===== src/rtl/sw_input_port_pkg.sv =====
// Shared constants and helpers for the switch input peripheral:
// register addresses, counter width and a 32-bit popcount.
package sw_in_pkg;

  localparam logic [1:0] SW_ADDR_LEVEL = 2'd0;
  localparam logic [1:0] SW_ADDR_RISE  = 2'd1;
  localparam logic [1:0] SW_ADDR_FALL  = 2'd2;
  localparam logic [1:0] SW_ADDR_STAT  = 2'd3;

  localparam int SW_CNT_W = 16;

  function automatic logic [5:0] popcount32(input logic [31:0] v);
    logic [5:0] n;
    n = 6'd0;
    for (int i = 0; i < 32; i++) begin
      n = n + {5'd0, v[i]};
    end
    return n;
  endfunction

endpackage


===== src/rtl/sw_debounce_bit.sv =====
// One switch bit: 2-flop synchronizer, tick-sampled history and debounced level.
// o_rise/o_fall flag the edge on which the debounced level is about to change.
module sw_debounce_bit #(
  parameter int STABLE_SAMPLES = 3
) (
  input  logic clk,
  input  logic rst,
  input  logic i_tick,
  input  logic i_raw,
  output logic o_deb,
  output logic o_rise,
  output logic o_fall
);

  localparam int HIST_D = STABLE_SAMPLES - 1;

  logic [1:0]        r_sync;
  logic [HIST_D-1:0] r_hist;
  logic              r_deb;
  logic [HIST_D:0]   w_window;
  logic              w_accept;

  // The current synced sample plus history forms the full acceptance window.
  assign w_window = {r_hist, r_sync[1]};

  // Accept a new level only on a tick when the whole window agrees and differs.
  always_comb begin
    w_accept = 1'b0;
    if (i_tick) begin
      if (((&w_window) && !r_deb) || (!(|w_window) && r_deb)) begin
        w_accept = 1'b1;
      end else begin
        w_accept = 1'b0;
      end
    end else begin
      w_accept = 1'b0;
    end
  end

  // Synchronizer, history shift and debounced level state.
  always_ff @(posedge clk or negedge rst) begin
    if (!rst) begin
      r_sync <= 2'b00;
      r_hist <= {HIST_D{1'b0}};
      r_deb  <= 1'b0;
    end else begin
      r_sync <= {r_sync[0], i_raw};
      if (i_tick) begin
        r_hist <= w_window[HIST_D-1:0];
      end
      if (w_accept) begin
        r_deb <= ~r_deb;
      end
    end
  end

  assign o_deb  = r_deb;
  assign o_rise = w_accept & ~r_deb;
  assign o_fall = w_accept &  r_deb;

endmodule


===== src/rtl/sw_input_port.sv =====
// Switch bank input peripheral: debounced level to the LSU, sticky edge
// registers with clear-on-read, saturating change counter and a read port.
module sw_input_port
  import sw_in_pkg::*;
#(
  parameter int WIDTH          = 32,
  parameter int TICK_DIV       = 50000,
  parameter int STABLE_SAMPLES = 3
) (
  input  logic             clk,
  input  logic             rst,
  input  logic [WIDTH-1:0] sw_raw_i,
  input  logic             rd_en_i,
  input  logic [1:0]       rd_addr_i,
  output logic [31:0]      rd_data_o,
  output logic [WIDTH-1:0] io_sw_o,
  output logic             irq_o
);

  localparam int PW = (TICK_DIV > 1) ? $clog2(TICK_DIV) : 1;
  localparam logic [PW-1:0] PRESC_MAX = PW'(TICK_DIV - 1);

  logic [PW-1:0]       r_presc;
  logic                w_tick;
  logic [WIDTH-1:0]    w_deb;
  logic [WIDTH-1:0]    w_rise;
  logic [WIDTH-1:0]    w_fall;
  logic [WIDTH-1:0]    r_rise_q;
  logic [WIDTH-1:0]    r_fall_q;
  logic [WIDTH-1:0]    r_chg_mask;
  logic [SW_CNT_W-1:0] r_cnt;
  logic [31:0]         r_rd_data;

  logic [WIDTH-1:0]    w_rise_nxt;
  logic [WIDTH-1:0]    w_fall_nxt;
  logic [SW_CNT_W-1:0] w_inc;
  logic [SW_CNT_W:0]   w_sum;
  logic [SW_CNT_W-1:0] w_cnt_nxt;
  logic [31:0]         w_rd_word;
  logic                w_irq;

  assign w_tick = (r_presc == PRESC_MAX);

  // Debounce sample prescaler.
  always_ff @(posedge clk or negedge rst) begin
    if (!rst) begin
      r_presc <= {PW{1'b0}};
    end else if (w_tick) begin
      r_presc <= {PW{1'b0}};
    end else begin
      r_presc <= r_presc + {{(PW-1){1'b0}}, 1'b1};
    end
  end

  for (genvar g = 0; g < WIDTH; g++) begin : g_bit
    sw_debounce_bit #(
      .STABLE_SAMPLES(STABLE_SAMPLES)
    ) u_deb (
      .clk   (clk),
      .rst   (rst),
      .i_tick(w_tick),
      .i_raw (sw_raw_i[g]),
      .o_deb (w_deb[g]),
      .o_rise(w_rise[g]),
      .o_fall(w_fall[g])
    );
  end

  assign w_irq = |(r_rise_q | r_fall_q);

  // Sticky update, counter next value and read mux; new edges win over clears.
  always_comb begin
    w_rise_nxt = r_rise_q | w_rise;
    w_fall_nxt = r_fall_q | w_fall;
    w_inc      = SW_CNT_W'(popcount32(32'(r_chg_mask)));
    w_sum      = {1'b0, r_cnt} + {1'b0, w_inc};
    w_cnt_nxt  = w_sum[SW_CNT_W] ? {SW_CNT_W{1'b1}} : w_sum[SW_CNT_W-1:0];
    w_rd_word  = 32'd0;
    case (rd_addr_i)
      SW_ADDR_LEVEL: w_rd_word = 32'(w_deb);
      SW_ADDR_RISE:  w_rd_word = 32'(r_rise_q);
      SW_ADDR_FALL:  w_rd_word = 32'(r_fall_q);
      SW_ADDR_STAT:  w_rd_word = {r_cnt, 15'd0, w_irq};
      default:       w_rd_word = 32'd0;
    endcase
    if (rd_en_i) begin
      if (rd_addr_i == SW_ADDR_RISE) begin
        w_rise_nxt = w_rise;
      end else if (rd_addr_i == SW_ADDR_FALL) begin
        w_fall_nxt = w_fall;
      end else if (rd_addr_i == SW_ADDR_STAT) begin
        w_cnt_nxt = w_inc;
      end else begin
        w_cnt_nxt = w_cnt_nxt;
      end
    end else begin
      w_rd_word = r_rd_data;
    end
  end

  // Edge registers, change mask, counter and read data.
  always_ff @(posedge clk or negedge rst) begin
    if (!rst) begin
      r_rise_q   <= {WIDTH{1'b0}};
      r_fall_q   <= {WIDTH{1'b0}};
      r_chg_mask <= {WIDTH{1'b0}};
      r_cnt      <= {SW_CNT_W{1'b0}};
      r_rd_data  <= 32'd0;
    end else begin
      r_rise_q   <= w_rise_nxt;
      r_fall_q   <= w_fall_nxt;
      r_chg_mask <= w_rise | w_fall;
      r_cnt      <= w_cnt_nxt;
      r_rd_data  <= w_rd_word;
    end
  end

  assign rd_data_o = r_rd_data;
  assign io_sw_o   = w_deb;
  assign irq_o     = w_irq;

endmodule


===== config.mk =====
export PLATFORM = sky130hd
export DESIGN_NAME = sw_input_port
export DESIGN_NICKNAME = d
export VERILOG_FILES = /design/src/rtl/sw_input_port_pkg.sv /design/src/rtl/sw_debounce_bit.sv /design/src/rtl/sw_input_port.sv
export SDC_FILE = /design/constraint.sdc
export NUM_CORES = 1
export LEC_CHECK = 0
export BUFFER_PORTS_ARGS = -buffer_cell sky130_fd_sc_hd__buf_2
export CORE_MARGIN = 5
export CORE_UTILIZATION = 60
export DETAILED_ROUTE_END_ITERATION = 10
export GPL_TIMING_DRIVEN = 0
export MAX_ROUTING_LAYER = met4
export PLACE_DENSITY = 0.84
export SLEW_MARGIN = 20
export SYNTH_ARGS = -nofsm -noshare
export SYNTH_HDL_FRONTEND = slang
export SYNTH_SLANG_ARGS = --single-unit

===== constraint.sdc =====
create_clock -name clk -period 13.9 [get_ports clk]
set_input_delay 1.39 -clock clk [delete_from_list [all_inputs] [get_ports clk]]
set_output_delay 1.39 -clock clk [all_outputs]
set_load 0.03 [all_outputs]

[Word level (Yosys, flattened, before mapping)]
Index checks and enable logic that the tools add are counted.
Storage, ports and cells
  word-level logic and storage cells: 541
  output and inout bits: 65
  bits in registers: 320
Operators by class
  add/subtract/negate cells: 33
  muxes and demuxes: 76
  equal/unequal tests: 4
  bitwise logic cells: 100
  reduce and logical (&&, ||, !) cells: 226
Operator list (count)
  two-way mux 32 bit: 5
  adder 6 x 1 -> 6 bit: 26
  OR 32 bit: 4
  case mux 32 bit (4 select lines): 1
  two-way mux 16 bit: 6
  AND reduction 3 bit: 32
  OR reduction 3 bit: 32
  bitwise AND 1 bit: 64
  logical AND 1 bit: 64
  zero test 1 bit: 64
  two-way mux 1 bit: 64
  logical OR 1 bit: 32
  inverter 1 bit: 32
  OR reduction 32 bit: 1
  adder 16 x 6 -> 17 bit: 1
  adder 16 x 1 -> 16 bit, second input constant: 1
  equality test 16 bit, second input constant: 1
  adder 5 x 1 -> 6 bit: 1
  adder 4 x 1 -> 5 bit: 1
  adder 3 x 1 -> 4 bit: 1
  equality test 2 bit, second input constant: 2
  adder 2 x 1 -> 3 bit: 1
  adder 1 x 1 -> 2 bit: 1
  equality test 2 x 1 -> 1 bit, second input constant: 1
  zero test 2 bit: 1

[Logic depth before layout (Yosys ltp)]
  depth after elaboration: 37
  gate-level depth with buffers: 22

[By module]
A second synthesis with hierarchy kept.
Second synthesis, totals
  cell total of the unflattened synthesis: 1090
  area, all modules: 14013.4 um^2
Modules (own cells, without submodules)
  sw_input_port: area each 7687.4 um^2, cells each 642, times used 1
  sw_debounce_bit: area each 197.7 um^2, cells each 14, times used 32

[Worst setup path before layout]
No wires, ideal clock.
  kind: register to register
  start point: register r_chg_mask[17]
  end point: register r_cnt[5]
  library setup time: 0.065 ns
  required time: 13.835 ns
  slack: 8.170 ns
  path buffers: 1
  data arrival time: 5.666 ns
  stages on the path, launching flop included: 23
  cells stage by stage: dfrtp_1 > fa_1 > inv_1 > fa_1 > fa_1 > fa_1 > fa_1 > fa_1 > inv_1 > ha_1 > inv_1 > fa_1 > inv_1 > a21o_1 > a21oi_1 > xnor2_1 > ha_1 > o21ai_0 > o21ai_0 > nand4_1 > clkbuf_1 > nand3_1 > o21a_1
On the way
  word-level cells in the longest chain between the ends: 21
Ends and longest elaborated chain
  from (decl): line sw_input_port.sv:30  | logic [WIDTH-1:0] r_chg_mask;
  from (signal assigned): line sw_input_port.sv:106  | r_chg_mask <= {WIDTH{1'b0}};
  from (signal assigned): line sw_input_port.sv:112  | r_chg_mask <= w_rise | w_fall;
  adder 6 x 1 -> 6 bit (*) (15 in series): line sw_input_port_pkg.sv:16  | n = n + {5'd0, v[i]};
  adder 16 x 6 -> 17 bit: line sw_input_port.sv:76  | w_sum = {1'b0, r_cnt} + {1'b0, w_inc};
  two-way mux 16 bit: line sw_input_port.sv:77  | w_cnt_nxt = w_sum[SW_CNT_W] ? {SW_CNT_W{1'b1}} : w_sum[SW_CNT_W-1:0];
  two-way mux 16 bit: line sw_input_port.sv:91  | end else if (rd_addr_i == SW_ADDR_STAT) begin
  two-way mux 16 bit: line sw_input_port.sv:89  | end else if (rd_addr_i == SW_ADDR_FALL) begin
  two-way mux 16 bit: line sw_input_port.sv:87  | if (rd_addr_i == SW_ADDR_RISE) begin
  two-way mux 16 bit (*): line sw_input_port.sv:86  | if (rd_en_i) begin
  named net w_cnt_nxt[5]: line sw_input_port.sv:38  | logic [SW_CNT_W-1:0] w_cnt_nxt;
  to (signal assigned): line sw_input_port.sv:107  | r_cnt <= {SW_CNT_W{1'b0}};
  to (signal assigned): line sw_input_port.sv:113  | r_cnt <= w_cnt_nxt;
  to (decl): line sw_input_port.sv:31  | logic [SW_CNT_W-1:0] r_cnt;
Mark *: on every way through the listed nets, which the timed path passes. The rest lies on a longest branch.
A chain may end at the register's enable or synchronous reset.

[Worst setup path after layout]
  start point: register r_chg_mask[0]
  end point: register r_cnt[5]
On the way
  word-level cells in the longest chain between the ends: 37
Ends and longest elaborated chain (line)
  adder 1 x 1 -> 2 bit (*): sw_input_port_pkg.sv:16
  adder 2 x 1 -> 3 bit (*): sw_input_port_pkg.sv:16
  adder 3 x 1 -> 4 bit (*): sw_input_port_pkg.sv:16
  adder 4 x 1 -> 5 bit (*): sw_input_port_pkg.sv:16
  adder 5 x 1 -> 6 bit (*): sw_input_port_pkg.sv:16
  adder 6 x 1 -> 6 bit (*) (26 in series): sw_input_port_pkg.sv:16
  adder 16 x 6 -> 17 bit: sw_input_port.sv:76
  two-way mux 16 bit: sw_input_port.sv:77
  two-way mux 16 bit: sw_input_port.sv:91
  two-way mux 16 bit: sw_input_port.sv:89
  two-way mux 16 bit: sw_input_port.sv:87
  two-way mux 16 bit (*): sw_input_port.sv:86
  named net w_cnt_nxt[5]: sw_input_port.sv:38
Marks and branches as above.

==> results.toml <==
[outcome]
status = "completed"

[synthesis]
synth_most_common_cell = "dfrtp_1"
synth_area_leaders = "dfrtp_1 57%, nand2_1 7.3%, a21oi_1 3.7%"
syn_avg_cell_area_um2 = 10.7
synth_edf_count = 0
ys_types = 45
syn_nets = 1392
ys_ff_latch = 320
ys_top_cells_by_count = "320 x dfrtp_1, 272 x nand2_1, 103 x a21oi_1"
post-synth-top-area-fraction_pct = 56.9
netlist_instances = 1316
synthArstFlopShare_pct = 100
syn_area_um2 = 14100
synth_warnings = 0
ys_seq_area_share_pct = 56.9
yosysTopAreaCell = "dfrtp_1"
ys.flop_type = "dfrtp_1"

[global_route]
grt_max_degree = 94
grtUsageTotal_pct = 28.5
grt_pass1_wl_um = 57700
overflow = 0
antenna_found_initial = 1
grt_pass1_vias = 10600

[floorplan]
core_area_um2 = 23300
chipWidth_um = 163
initial_utilization_pct = 60.5
fp.dieH_um = 163
pin_count = 102
core.rowCount = 56
dieArea_um2 = 26600

[setup_path]
r2r_start = "r_chg_mask[0]$_DFF_PN0_"
start_kind = "flip-flop"
reg2reg_slack_ns = 7.36
crit_arrival_ns = 6.99
required_ns = 14.34
path_class = "flip-flop to flip-flop"
cp-end-kind = "flip-flop"
cp_max_fo = 10
reg2reg_depth = 22
reg2reg_to = "r_cnt[5]$_DFF_PN0_"

[worst_hold_path]
hold_start = "g_bit[29].u_deb.r_sync[0]$_DFF_PN0_"
hold_path.class = "flip-flop to flip-flop"
hold_path_end = "g_bit[29].u_deb.r_sync[1]$_DFF_PN0_"
min_path_cells = 0

[sta]
rsz0062_at_grt = "false"
skew_ns = 0.0221
holdWs_ns = 0.345
timing.final.crit_share_pct = 47.1
tns_ns = 0
setup_viol = 0
max_freq_mhz = 153
slew_violations = 0
slew_headroom_pct = 27.4
finalCriticalPeriod_ns = 6.54
hold_violations = 0
worst_pin_slew_ns = 1.09

[route]
wire_per_inst_um = 20.1
num_vias = 10700
firstDrtPassIters = 5
drtIter0Drc = 1240
final_antenna_net_count = 0
drc = 0
routed_wl_um = 36200
avgViaCountPerCell = 5.97

[cts]
clock_sinks = 320
cts_setup_buffers = 0
root_buffer = "clkbuf_16"
cts_max_path_buffers = 3
cts_repair_resize_count = 0
tritoncts = "yes"
insertion_delay_ns = 0.52
cts_hold_buf = 0
path_clk_slew_ns = 0.06
cts_made_buffers = 34
h-tree-depth = 2

[power]
p_leak_nw = 7.60
vdd_ir_drop_max_v = 0.000105
p_per_area_nw_per_um2 = 119

[placement]
dp_hpwl_um = 24900
dp_cells = 1736
postPlaceCellArea_um2 = 15100
place_congestion = 0.943
portBuffers = 98

[layout]
stdcell_area_um2 = 16100
fin_cells = 1797
fin_util_pct = 69.4
syn2layout_area_growth_pct = 14.7
drive_gt1_share_pct = 18.7
nets = 1529

[job]
drv_cap = 0
-- routing by layer --
metal | track usage, % | up-vias | part of all wire [%]
met5 | - | - | 0
met4 | 9.42 | 0 | 3.0
met3 | 5.02 | 88 | 8.4
met2 | 43.9 | 515 | 48
met1 | 39.2 | 5331 | 41
li1 | - | 4796 | -
-- worst max-delay path by stage --
stage / startpoint / end / slack, ns / cells after the start
after floorplan: r_chg_mask[17]$_DFF_PN0_ / r_cnt[5]$_DFF_PN0_ / 8.17 / 22
after detailed placement: r_chg_mask[0]$_DFF_PN0_ / r_cnt[5]$_DFF_PN0_ / 7.49 / 22
after global routing: r_chg_mask[0]$_DFF_PN0_ / r_cnt[5]$_DFF_PN0_ / 6.99 / 22
final: r_chg_mask[0]$_DFF_PN0_ / r_cnt[5]$_DFF_PN0_ / 7.36 / 22
after CTS: r_chg_mask[0]$_DFF_PN0_ / r_cnt[5]$_DFF_PN0_ / 7.42 / 22
after global placement: rst / g_bit[27].u_deb.r_sync[1]$_DFF_PN0_ / 5.55 / 1
-- metrics by stage --
step                      setup WS (ns)  total power [mW]
final                              7.36              1.93
after global routing               6.99              1.99
after CTS                          7.42              1.94
after detailed placement           7.49              1.07
after global placement             5.55              1.06
after floorplan                    8.17              1.02
-- layout by cell type (no fill, tap or decap), types with 34 or more instances in the layout --
cell / count
nor2_1: 80
clkbuf_16: 34
a31oi_1: 39
o21ai_0: 74
dfrtp_1: 320
inv_1: 53
or3_1: 35
a21oi_1: 103
buf_2: 113
nand2_1: 272
clkbuf_1: 36
-- sequential cells by signal (all words and copies together), names as in the netlist --
name / cells
r_presc: 16
g_bit.u_deb.r_hist: 64
r_chg_mask: 32
r_fall_q: 32
g_bit.u_deb.r_sync: 64
rd_data_o: 32
r_cnt: 16
r_rise_q: 32
g_bit.u_deb.o_deb: 32
-- cell families after synthesis --
kind of cell / Yosys count / share of synthesized area (%)
AO/OA/AOI/OAI: 232 / 8.93
XOR/XNOR: 24 / 1.49
adder cells (fa/ha/maj): 39 / 4.80
buffers and inverters: 142 / 5.00
flip-flops: 320 / 56.9
multiplexers: 45 / 4.76
AND/OR/NAND/NOR: 514 / 18.1
-- critical path: stages, from the launching register on --
cell,delay (ns)
dfrtp_1,0.35
inv_1,0.06
fa_1,0.60
fa_1,0.46
fa_1,0.55
fa_1,0.45
fa_1,0.54
fa_1,0.40
inv_1,0.06
ha_1,0.19
inv_1,0.07
fa_1,0.39
inv_1,0.07
a21o_1,0.10
a21oi_1,0.07
xnor2_1,0.15
ha_1,0.36
o21ai_0,0.13
o21ai_0,0.58
nand4_1,0.28
clkbuf_1,0.32
nand3_1,0.16
o21a_1,0.12
-- cell type report --
class,instances,area (um^2)
clock inverters,15,121
fillers,1675,7120
clock buffers,45,962
multi-input cells,854,5370
diodes,1,2.50
inverters,53,199
repair buffers,101,583
flip-flops and latches,320,8010
plain buffers,89,504
well taps,319,399
-- report_power, final --
| part | switching [mW] | total (mW) | internal (mW) |
|---|---|---|---|
| Sequential | 0.0154 | 0.966 | 0.950 |
| Combinational | 0.0599 | 0.0854 | 0.0255 |
| Clock | 0.370 | 0.878 | 0.508 |
| Total | 0.445 | 1.93 | 1.48 |
Power figures use the tool's default switching activity.
